<file path="src/rtl/mem_arbiter.sv">
// Round-robin arbiter sharing one line-wide memory port between
// the I-cache (client 0) and D-cache (client 1), with per-client FIFOs.
module mem_arbiter #(
  parameter int PA_WIDTH   = 32,
  parameter int LINE_WIDTH = 128,
  parameter int FIFO_DEPTH = 4
) (
  input  logic                    clk,
  input  logic                    rst,
  input  logic [1:0]              i_req_enable,
  input  logic [1:0]              i_req_type,
  input  logic [2*PA_WIDTH-1:0]   i_req_addr,
  input  logic [2*LINE_WIDTH-1:0] i_req_data,
  output logic [1:0]              o_req_full,
  output logic [1:0]              o_resp_enable,
  output logic [PA_WIDTH-1:0]     o_resp_addr,
  output logic [LINE_WIDTH-1:0]   o_resp_data,
  input  logic [1:0]              i_resp_ack,
  output logic                    o_mem_req,
  output logic                    o_mem_we,
  output logic [PA_WIDTH-1:0]     o_mem_addr,
  output logic [LINE_WIDTH-1:0]   o_mem_wdata,
  input  logic                    i_mem_ready,
  input  logic                    i_mem_rvalid,
  input  logic [LINE_WIDTH-1:0]   i_mem_rdata,
  output logic                    o_overflow
);

  localparam int AW = $clog2(FIFO_DEPTH);
  localparam logic [AW:0] LP_FULL = (AW+1)'(FIFO_DEPTH);

  typedef enum logic [1:0] {
    S_IDLE, S_ISSUE, S_WAIT, S_RESP
  } state_t;

  state_t r_state;
  logic   r_rr;
  logic   r_owner;

  logic [1:0]            w_full;
  logic [1:0]            w_nemp;
  logic [1:0]            w_push;
  logic [1:0]            w_pop;
  logic                  w_win;
  logic                  w_h_we   [2];
  logic [PA_WIDTH-1:0]   w_h_addr [2];
  logic [LINE_WIDTH-1:0] w_h_data [2];

  assign w_win      = w_nemp[r_rr] ? r_rr : ~r_rr;
  assign o_req_full = w_full;

  for (genvar c = 0; c < 2; c++) begin : g_fifo
    logic                  r_we   [FIFO_DEPTH];
    logic [PA_WIDTH-1:0]   r_addr [FIFO_DEPTH];
    logic [LINE_WIDTH-1:0] r_data [FIFO_DEPTH];
    logic [AW-1:0]         r_wp;
    logic [AW-1:0]         r_rp;
    logic [AW:0]           r_cnt;

    assign w_full[c] = (r_cnt == LP_FULL);
    assign w_nemp[c] = |r_cnt;
    assign w_push[c] = i_req_enable[c] && !w_full[c];
    assign w_pop[c]  = (r_state == S_IDLE) && w_nemp[c]
                    && (w_win == 1'(c));

    assign w_h_we[c]   = r_we[r_rp];
    assign w_h_addr[c] = r_addr[r_rp];
    assign w_h_data[c] = r_data[r_rp];

    always_ff @(posedge clk) begin
      if (w_push[c]) begin
        r_we[r_wp]   <= i_req_type[c];
        r_addr[r_wp] <= i_req_addr[c*PA_WIDTH +: PA_WIDTH];
        r_data[r_wp] <= i_req_data[c*LINE_WIDTH +: LINE_WIDTH];
      end
    end

    always_ff @(posedge clk or posedge rst) begin
      if (rst) begin
        r_wp  <= '0;
        r_rp  <= '0;
        r_cnt <= '0;
      end else begin
        if (w_push[c]) r_wp <= r_wp + AW'(1);
        if (w_pop[c])  r_rp <= r_rp + AW'(1);
        r_cnt <= r_cnt + (AW+1)'(w_push[c])
                       - (AW+1)'(w_pop[c]);
      end
    end
  end

  always_ff @(posedge clk or posedge rst) begin
    if (rst) begin
      r_state       <= S_IDLE;
      r_rr          <= 1'b0;
      r_owner       <= 1'b0;
      o_mem_req     <= 1'b0;
      o_mem_we      <= 1'b0;
      o_mem_addr    <= '0;
      o_mem_wdata   <= '0;
      o_resp_enable <= 2'b00;
      o_resp_addr   <= '0;
      o_resp_data   <= '0;
      o_overflow    <= 1'b0;
    end else begin
      if (|(i_req_enable & w_full)) o_overflow <= 1'b1;
      unique case (r_state)
        S_IDLE: begin
          if (|w_nemp) begin
            r_owner     <= w_win;
            o_mem_we    <= w_h_we[w_win];
            o_mem_addr  <= w_h_addr[w_win];
            o_mem_wdata <= w_h_data[w_win];
            r_state     <= S_ISSUE;
          end
        end
        // First ISSUE cycle loads the request; it then holds until ready.
        S_ISSUE: begin
          if (!o_mem_req) begin
            o_mem_req <= 1'b1;
          end else if (i_mem_ready) begin
            o_mem_req <= 1'b0;
            if (o_mem_we) begin
              r_rr    <= ~r_owner;
              r_state <= S_IDLE;
            end else begin
              r_state <= S_WAIT;
            end
          end
        end
        S_WAIT: begin
          if (i_mem_rvalid) begin
            o_resp_data   <= i_mem_rdata;
            o_resp_addr   <= o_mem_addr;
            o_resp_enable <= r_owner ? 2'b10 : 2'b01;
            r_state       <= S_RESP;
          end
        end
        S_RESP: begin
          if (i_resp_ack[r_owner]) begin
            o_resp_enable <= 2'b00;
            r_rr          <= ~r_owner;
            r_state       <= S_IDLE;
          end
        end
        default: r_state <= S_IDLE;
      endcase
    end
  end

endmodule

</file>
<file path="config.mk">
export PLATFORM = sky130hd
export DESIGN_NAME = mem_arbiter
export DESIGN_NICKNAME = d
export VERILOG_FILES = /design/src/rtl/mem_arbiter.sv
export SDC_FILE = /design/constraint.sdc
export NUM_CORES = 2
export LEC_CHECK = 0
export BUFFER_PORTS_ARGS = -buffer_cell sky130_fd_sc_hd__buf_2
export CAP_MARGIN = 5
export CORE_ASPECT_RATIO = 1.2
export CORE_MARGIN = 8
export CORE_UTILIZATION = 50
export CTS_CLUSTER_SIZE = 20
export DETAILED_ROUTE_END_ITERATION = 12
export PLACE_DENSITY = 0.82
export RECOVER_POWER = 100
export SYNTH_ARGS = -nofsm -noshare
export SYNTH_HDL_FRONTEND = slang
export SYNTH_SLANG_ARGS = --single-unit
</file>
<file path="constraint.sdc">
create_clock -name clk -period 16.6 [get_ports clk]
set_clock_uncertainty 0.2 [all_clocks]
set_input_delay 3.32 -clock clk [delete_from_list [all_inputs] [get_ports clk]]
set_output_delay 3.32 -clock clk [all_outputs]
set_load 0.05 [all_outputs]
</file>
# Word level (Yosys, flattened, before mapping)
# Memory sizes are Yosys's and may differ from the RTL's.
# Index checks and enable logic that the tools add are counted.
[word_totals]
register_bits = 343
ram_bits = 1288
in_bits = 458
out_inout_bits = 327
word_cells = 105
mem_count = 6
[classes]
add_sub_neg = 8
order_cmp = 3
eq_ne = 11
mux = 35
bitwise = 5
n_reduce_logical = 20
[memory_table]
columns = ["name", "depth", "width", "read_ports", "rd_ports_with_merged_regs", "wr", "line_no", "source"]
rows = [
  ["g_fifo[0].r_data", 4, 128, 1, 0, 1, "55", "logic [LINE_WIDTH-1:0] r_data [FIFO_DEPTH];"],
  ["g_fifo[1].r_data", 4, 128, 1, 0, 1, "55", ""],
  ["g_fifo[0].r_addr", 4, 32, 1, 0, 1, "54", "logic [PA_WIDTH-1:0] r_addr [FIFO_DEPTH];"],
  ["g_fifo[1].r_addr", 4, 32, 1, 0, 1, "54", ""],
  ["g_fifo[0].r_we", 4, 1, 1, 0, 1, "53", "logic r_we [FIFO_DEPTH];"],
  ["g_fifo[1].r_we", 4, 1, 1, 0, 1, "53", ""],
]
[ops]
columns = ["op", "count"]
rows = [
  ["128-bit two-way mux", 3],
  ["32-bit two-way mux", 3],
  ["1-bit two-way mux", 18],
  ["2-bit two-way mux", 8],
  ["2-bit inequality test (second input constant)", 5],
  ["5-bit AND reduction", 2],
  ["2-bit by 1-bit adder with 2-bit output (second input constant)", 4],
  ["2-bit case mux with 4 select lines", 1],
  ["3-bit by 1-bit adder with 3-bit output", 2],
  ["3-bit equality test (second input constant)", 2],
  ["1-bit logical AND", 6],
  ["3-bit OR reduction", 2],
  ["6-bit OR reduction", 1],
  ["3-bit by 1-bit subtractor with 3-bit output", 2],
  ["2-bit equality test (second input constant)", 2],
  ["1-bit by 2-bit less-than comparator with 1-bit output (second input constant)", 2],
  ["2-bit case mux with 2 select lines", 1],
  ["2-bit AND reduction", 2],
  ["2-bit nonzero test", 2],
  ["1-bit NOT", 3],
  ["3-bit AND reduction", 1],
  ["2-bit AND", 1],
  ["2-bit by 1-bit equality test with 1-bit output (second input constant)", 1],
  ["2-bit >= comparator (second input constant)", 1],
  ["6 further kinds", 7],
]

# Longest topological paths before layout
[depth]
ltp_word = 8
ltp_mapped = 9

# Worst setup path before layout
# Ideal clock, no wire load.
[synth_timing]
path_kind = "input -> register"
start = "in i_req_enable[0]"
end = "mem g_fifo[0].r_addr[0][0] (enable)"
setup_ns = 0.540
arrival_time_ns = 7.385
t_required_ns = 15.860
path_slack_ns = 8.475
path_stages = 3
n_path_buf = 1
cell_sequence = "nor2b_1 > clkbuf_1 > and2_1"
[synth_between]
elab_chain_cells = 3
[synth_lines]
columns = ["element", "line_no", "source"]
rows = [
  ["start: declaration", "10", "input logic [1:0] i_req_enable,"],
  ["1-bit logical AND", "62", "assign w_push[c] = i_req_enable[c] && !w_full[c];"],
  ["named net w_push[0]", "42", "logic [1:0] w_push;"],
  ["1-bit two-way mux", "71", "if (w_push[c]) begin"],
  ["1-bit two-way mux (implied by the code)", "73", "r_addr[r_wp] <= i_req_addr[c*PA_WIDTH +: PA_WIDTH];"],
  ["end: declaration", "54", ""],
]
# The timed path passes the listed nets, and every way through them passes these cells.

# Worst setup path after layout
[layout_timing]
start = "in i_mem_rvalid"
end = "reg o_resp_data[118]"
[layout_between]
elab_chain_cells = 1
[layout_lines]
columns = ["element", "line_no", "source"]
rows = [
  ["start: declaration", "24", "input logic i_mem_rvalid,"],
  ["2-bit AND reduction (no source line)", "--", ""],
  ["end signal: assignment", "133", "o_resp_data <= i_mem_rdata;"],
  ["end: declaration", "17", "output logic [LINE_WIDTH-1:0] o_resp_data,"],
]
# No other way between the ends.
# A chain may end at the register's enable or synchronous reset.

==> impl_results.md <==
* Outcome: complete, but fails checks
* Failing checks: max-capacitance violations, max-slew violations
* H-tree depth at 4
* First-pass iteration count of the detailed router at 5
* Final Cycle Share at 0.649
* Finished Layout Cells at 5476
* TritonCTS buffer count at 153
* Setup crit start kind: primary input
* Final Max Tran Viols at 2027
* Antenna violations before repair at 80
* Layout area overhead at 15.7%
* HP Class: reg2reg
* Vias in the first global route at 32500
* Yosys Warn Count at 0
* Largest net degree at the start of global routing at 153
* Crit Path Max Fanout at 78
* Clock-pin slew on the worst setup and hold paths at 60 ps
* Post-CTS Resized at 0
* Final setup TNS at 0 ps
* Crit path time final at 10770 ps
* Die H at 399 µm
* Core area at 121000 µm²
* Cell Area, Placed at 66400 µm²
* Die width at 335 µm
* Post-synth cell types at 39
* Final wirelength at 163000 µm
* Die ar. at 134000 µm²
* Net count, final at 4139
* Unrepaired setup endpoints after global routing: no
* GP Congestion at 1.04
* Gr ovfl total at 0
* Worst-Skew Late Latency at 770 ps
* WL/cell at 29.8 µm
* Worst VDD drop at 0.000172 V
* Final WS setup at 5830 ps
* Initial DRC count at 2809
* EDFF count, synth at 1288
* Syn nets at 3305
* Post-Place Cells at 5144
* Relative slew slack at -3.98
* Seq/Total Area, Yosys at 0.775
* DR DRC count at 0
* Mapped Cells at 2832
* Fillers at 8884
* Commonest non-fill, non-tap cell in the layout: edfxtp_1
* Max cap viols at 35
* First-pass GRT wire length at 231000 µm
* Pwr dens at 212 nW/µm²
* Post-DR vias/cell at 5.71
* Ys flop type: edfxtp_1
* F_max at 92.9 MHz
* Pre-CTS worst setup slack at 10040 ps
* DP HPWL at 108000 µm
* Via count at 31300
* Crit path kind: in2reg
* Final-report hold violation count at 0
* Hold Buf Count CTS at 0
* Tot GR Track Use at 0.240
* Boundary Pins at 785
* Worst EP required at 17110 ps
* #FFs+latches synth at 1631
* Setup violators final at 0
* CTS max path bufs at 3
* Non-Filler Cell Area, Final at 70600 µm²
* Root Buffer: clkbuf_16
* Async set or reset register ratio after synthesis at 0.210
* Share of layout cells above drive strength 1 at 0.203
* Post-Synthesis Cell Area at 61000 µm²
* Cell taking the most area after synthesis: edfxtp_1
* P_leak at 24.3 nW
* Endpoint type of the worst setup path: flop
* Worst-Margin Slew at 7480 ps
* Most frequent cells in the layout: edfxtp_1, clkbuf_1, dfrtp_1
* IO buf count at 784
* Largest cells by area after synthesis: edfxtp_1, dfrtp_1, mux4_2
* Synth top area share at 0.634
* # rows at 140
* Final Util at 0.582
* Antenna Nets Post-Route at 0
* CTS tree: built
* Post-CTS Setup Bufs at 0
* Initial Util at 0.503
* Critical path arrival at 11270 ps
* Syn Area/Cell at 21.5 µm²
* # clock sinks at 1631
==> metrics by stage <==
stage          hold slack, ps  power (W)
6_report                  278     0.0150
3_5_place_dp              270     0.0115
3_3_place_gp              262     0.0114
4_1_cts                   283     0.0151
2_1_floorplan             312     0.0100
5_1_grt                   303     0.0155
==> metal layers <==
layer  vias to the layer above  part of all wire  global-route usage
met5                         -            0.0012                   0
li1                      13100                 -                   -
met4                        28             0.055               0.118
met1                     16200              0.34               0.266
met3                       366             0.088              0.0695
met2                      1593              0.52               0.422
==> critical path, stage by stage <==
cell and delay, ps:
clkbuf_1 110, nand2_1 90, or2_0 1700, clkbuf_1 2120, clkbuf_1 3100, mux2_2 600
==> kinds of logic (layout without fill, tap and decap cells) <==
| logic type | after synthesis | count (layout) | synth area share |
|---|---|---|---|
| AOI/OAI and AO/OA | 175 | 175 | 0.0151 |
| xor gates and xnor gates | 9 | 9 | 0.00129 |
| adders and majority gates | 15 | 15 | 0.00332 |
| buffers and inverters | 163 | 1125 | 0.0169 |
| DFF | 1631 | 1631 | 0.775 |
| muxes | 649 | 649 | 0.176 |
| other | 0 | 49 | 0 |
| and+or+nand+nor | 190 | 190 | 0.0127 |
==> cells in the mapped netlist, types with 10 or more instances <==
library cell and n:
o21ai_1 162, buf_6 12, nand2_1 169, mux4_2 323, clkbuf_1 50, dfrtp_1 343
buf_2 47, buf_12 10, inv_1 15, mux2_2 62, buf_4 27, mux2_1 100
edfxtp_1 1288, ha_1 13, mux2i_1 163
==> power breakdown <==
part | switching (W) | internal [W]
Combinational | 0.00358 | 0.00168
Clock | 0.00152 | 0.00199
Sequential | 0.000547 | 0.00564
Total | 0.00565 | 0.00930
==> sequential cells by signal (all words and copies together), names as in the netlist, 6 cells and up, named ones only <==
| register | cells |
|---|---|
| g_fifo.r_addr | 256 |
| o_resp_data | 128 |
| o_mem_addr | 32 |
| o_resp_addr | 32 |
| g_fifo.r_cnt | 6 |
| o_mem_wdata | 128 |
| g_fifo.r_we | 8 |
| g_fifo.r_data | 1024 |
==> worst paths after layout <==
kind	start	endpoint	slack, ps	cells past startpoint
min reg2reg	o_mem_wdata[9]$_DFFE_PP0P_	o_mem_wdata[9]$_DFFE_PP0P_	280	2
min in group asynchronous	rst	o_mem_addr[3]$_DFFE_PP0P_	2970	2
max in group asynchronous	rst	o_mem_wdata[40]$_DFFE_PP0P_	7980	5
max reg2reg	g_fifo[1].r_cnt[0]$_DFF_PP0_	o_mem_wdata[23]$_DFFE_PP0P_	7070	6
max	i_mem_rvalid	o_resp_data[118]$_DFFE_PP0P_	5830	6
min	o_mem_wdata[9]$_DFFE_PP0P_	o_mem_wdata[9]$_DFFE_PP0P_	280	2
==> cell type report <==
cell class              instances  area [µm²]  area share
flip-flops and latches       1631       47300       0.670
multi-input cells            1038       12700       0.180
clock buffers                 194        4130      0.0586
repair buffers                827        3340      0.0474
well taps                    1633        2040      0.0289
clock inverters                89         931      0.0132
diodes                         49         123     0.00174
inverters                      15        57.6    0.000815
Power figures use the tool's default switching activity.
